**src/rtl/sram_access_controller.sv**
```systemverilog
// Bus-cycle sequencer between the 68k asynchronous bus and four 32K-word SRAM blocks.
// Latches the qualified cycle, sequences enables/strobes over programmable waits, returns DTACK.
module sram_access_controller #(
    parameter int unsigned READ_WAIT  = 1,
    parameter int unsigned WRITE_WAIT = 1
) (
    input  logic        Clock,
    input  logic        Reset_L,
    input  logic [16:0] Address,
    input  logic        SRamSelect_H,
    input  logic        AS_L,
    input  logic        UDS_L,
    input  logic        LDS_L,
    input  logic        WE_L,
    output logic [3:0]  BlockEn_H,
    output logic [14:0] SRamAddr,
    output logic        OE_H,
    output logic [1:0]  ByteWE_H,
    output logic        DtackOut_L
);

    localparam logic [1:0] ST_IDLE = 2'd0;
    localparam logic [1:0] ST_WAIT = 2'd1;
    localparam logic [1:0] ST_ACK  = 2'd2;

    localparam logic [3:0] RD_LOAD = 4'(READ_WAIT);
    localparam logic [3:0] WR_LOAD = 4'(WRITE_WAIT);

    logic [1:0] state;
    logic [3:0] cnt;
    logic [1:0] blk;
    logic       is_write;
    logic [1:0] lanes;
    logic       start;
    logic       active;

    assign start  = !AS_L && SRamSelect_H && (!UDS_L || !LDS_L);
    assign active = (state == ST_WAIT) || (state == ST_ACK);

    always_ff @(posedge Clock or negedge Reset_L) begin
        if (!Reset_L) begin
            state    <= ST_IDLE;
            cnt      <= '0;
            blk      <= '0;
            SRamAddr <= '0;
            is_write <= 1'b0;
            lanes    <= '0;
        end else begin
            case (state)
                ST_IDLE: begin
                    if (start) begin
                        SRamAddr <= Address[14:0];
                        blk      <= Address[16:15];
                        is_write <= !WE_L;
                        lanes    <= {!UDS_L, !LDS_L};
                        cnt      <= WE_L ? RD_LOAD : WR_LOAD;
                        state    <= ST_WAIT;
                    end
                end
                ST_WAIT: begin
                    // Abort takes priority over the wait count; DTACK is never issued.
                    if (AS_L) begin
                        cnt   <= '0;
                        state <= ST_IDLE;
                    end else if (cnt == 4'd0) begin
                        state <= ST_ACK;
                    end else begin
                        cnt <= cnt - 4'd1;
                    end
                end
                ST_ACK: begin
                    if (AS_L) begin
                        state <= ST_IDLE;
                    end
                end
                default: state <= ST_IDLE;
            endcase
        end
    end

    always_comb begin
        BlockEn_H = '0;
        if (active) begin
            BlockEn_H[blk] = 1'b1;
        end
    end

    // Write strobes drop on entry to ACK so the write closes with address still stable.
    assign OE_H       = active && !is_write;
    assign ByteWE_H   = (state == ST_WAIT && is_write) ? lanes : 2'b00;
    assign DtackOut_L = (state != ST_ACK);

endmodule

```
**config.mk**
```make
export PLATFORM = sky130hd
export DESIGN_NAME = sram_access_controller
export DESIGN_NICKNAME = d
export VERILOG_FILES = /design/src/rtl/sram_access_controller.sv
export SDC_FILE = /design/constraint.sdc
export NUM_CORES = 1
export LEC_CHECK = 0
export CAP_MARGIN = 20
export CORE_ASPECT_RATIO = 1.2
export CORE_MARGIN = 4
export CORE_UTILIZATION = 40
export CTS_CLUSTER_DIAMETER = 150
export DETAILED_ROUTE_END_ITERATION = 16
export PLACE_DENSITY = 0.74
export SYNTH_ARGS = -nofsm -noshare
export SYNTH_HDL_FRONTEND = slang
export SYNTH_SLANG_ARGS = --single-unit
```
**constraint.sdc**
```tcl
create_clock -name Clock -period 1.85 [get_ports Clock]
set_clock_uncertainty 0.1 [all_clocks]
set_input_delay 0.37 -clock Clock [delete_from_list [all_inputs] [get_ports Clock]]
set_output_delay 0.37 -clock Clock [all_outputs]
set_load 0.03 [all_outputs]
```
==> reports/metrics.cfg <==
[die]
fp.dieW_um=58.7
die_h_um=68.8
ioPinCount=47
start_util_pct=43.0
dieArea_um2=4040
coreArea_um2=2860
rows=21

[finish]
syn2layout_area_growth_pct=51.8
fin_area_um2=1870
mostFrequentLayoutCells=59 x nand2_1, 26 x dfrtp_1, 23 x clkdlybuf4s50_1
utilization_pct=65.3
drive_gt1_share_pct=14.9
multi_input_area_um2=589
nFillCells=263
fin_nets=225
layout_commonest_cell=nand2_1
layout.cells.non_filler=228
antenna_cells=0
ff_latch_area_um2=651

[setup_path]
setup.worst_path.class=reg2out
cpMaxStageDelayCell=dfrtp_1
cp_top_family=flip-flops
worstPathRequired_ps=1380
cpPeakStageDelay_ps=390
ff2ff_setup_slack_ps=110
cp_max_fo=5
cp.depth=4
r2r_end=cnt[0]
cp_cell_sequence=inv_2 -> ha_4 -> nor3b_2 -> buf_4
critical_path.endpoint=BlockEn_H[0]
rr_startpoint=cnt[0]
crit_path_start_kind=flip-flop
cp_num_buf_inv=2
cp-startpoint=state[1]
crit_path_end_kind=output pin
worstPathArrival_ps=1390
worst_r2r_path_depth=6

[power]
p_per_area_nw_per_um2=1620
total_power_mw=3.04
power.leakage_nw=1.03
ir_drop_uv=977

[sta]
fin_setup_tns_ps=-17.8
worst_pin_slew_ps=339
fin_ws_ps=-10.2
fin_crit_sh_pct=101
relSlewSlack_pct=77.4
rsz0062_at_grt=true
worst_hold_slack_ps=305
period_needed_ps=1860
finalHoldViolCount=0
finalSetupViolations=2
fmax_ghz=0.538
final_max_slew_viol_count=0

[synthesis]
synth_nets=171
yosys_register_bits=26
synth_warnings=0
synth_cell_types=26
synth.avg_cell_area_um2=8.68
synth_top_area_share_pct=52.8
ys_seq_area_share_pct=52.8
ys_top_cells_by_area=dfrtp_1 53%, nand2_1 18%, ha_1 5.1%
yosysTopAreaCell=dfrtp_1
synthesis.area_um2=1230
synthCells=142

[route]
highest_layer=met4
dr.pass1.iters=4
avgViaCountPerCell=5.00
drtIter0Drc=36
wl_met3_um=215
route.detailed.drc=0
wl_per_cell_um=13.7
via_count=1140
wl_met1_mm=1.24
routed_wirelength_mm=3.12
met2_wirelength_mm=1.63
postRouteAntennaNets=0

[flow_run]
maxCapViolations=0

[status]
violations=setup timing
status=complete, but fails checks

[clock_tree]
clock_path_buffers=2
numCtsBuffers=3
cts_tree=yes
cts_root_buffer=clkbuf_4
insertion_delay_ps=310
cts_sinks=26
htree_levels=1
clkSlewWorstSetupHoldPaths_ps=140

[place]
post_dp_cell_area_um2=1750
place_ws_ps=-6.40
numPlacedInstances=223
gp_congestion=0.859
port_buffers=46
dp_hpwl_mm=2.32

[global_routing]
grt_max_degree=27
antenna_found_initial=0
grt_pass1_wl_mm=5.19
grt_pass1_vias=1186
gr-usage-all-layers_pct=16.7
grt_overflow=0

[min_path]
hold_path_class=in2async

==> where the power goes <==
part           leakage, nW  switching (mW)  internal (mW)  total (mW)
clock               0.0138           0.151         0.0760       0.227
sequential           0.326           0.173          0.822       0.995
combinational        0.693            1.05          0.765        1.82
total                 1.03            1.38           1.66        3.04
==> Yosys cell counts (all sizes together) <==
master and instances:
nand2 59, dfrtp 26, o21ai 8, nor2 6, ha 5, inv 5, and3 4, a21oi 3
a31oi 3, nor2b 3, buf 2, clkbuf 2, nand3 2, nor3b 2, or3 2, a21bo 1
a21boi 1, and3b 1, nand2b 1, nor3 1, nor4 1, o2bb2ai 1, o311ai 1, o41ai 1
or3b 1
==> logic make-up (layout without fill, tap and decap cells) <==
kind of cell | Yosys count | count (layout) | synth area share, %
and+or+nand+nor | 83 | 83 | 29.6
DFF | 26 | 26 | 52.8
AOI/OAI and AO/OA | 19 | 19 | 9.54
buffers and inverters | 9 | 61 | 2.94
adders and majority gates | 5 | 5 | 5.08
==> routing by layer <==
layer,global-route usage (%),vias up
met5,0,-
met4,5.67,0
met3,4.84,4
met2,31.6,36
met1,17.7,529
li1,-,571
==> how the worst min path moves through the flow <==
stage | startpoint | slack (ps) | end | cells after the start
4_1_cts | Reset_L | 310 | cnt[0] | 2
6_report | Reset_L | 300 | cnt[0] | 2
3_5_place_dp | SRamAddr[7] | 370 | SRamAddr[7] | 2
3_3_place_gp | SRamAddr[8] | 360 | SRamAddr[8] | 2
5_1_grt | Reset_L | 320 | cnt[0] | 2
2_1_floorplan | Reset_L | -30 | SRamAddr[0] | 0
==> registers in the layout (all words and copies together) (netlist names) <==
signal	count
SRamAddr	15
cnt	4
blk	2
lanes	2
state	2
is_write	1
==> timing repair <==
item	in CTS	in global routing
hold endpoints to repair	0	0
hold buffers	0	0
endpoints found under the setup margin	10	22
gates resized for setup	7	20
cloned	0	0
setup buffers	2	0
pin swaps	1	0
==> layout make-up <==
class                           instances  area share (%)
Clock buffer                            3            1.20
Inverter                                5            1.00
Multi-Input combinational cell        107            31.5
Sequential cell                        26            34.8
Tap cell                               34            2.27
Timing Repair Buffer                   53            29.2
Power figures use the tool's default switching activity.
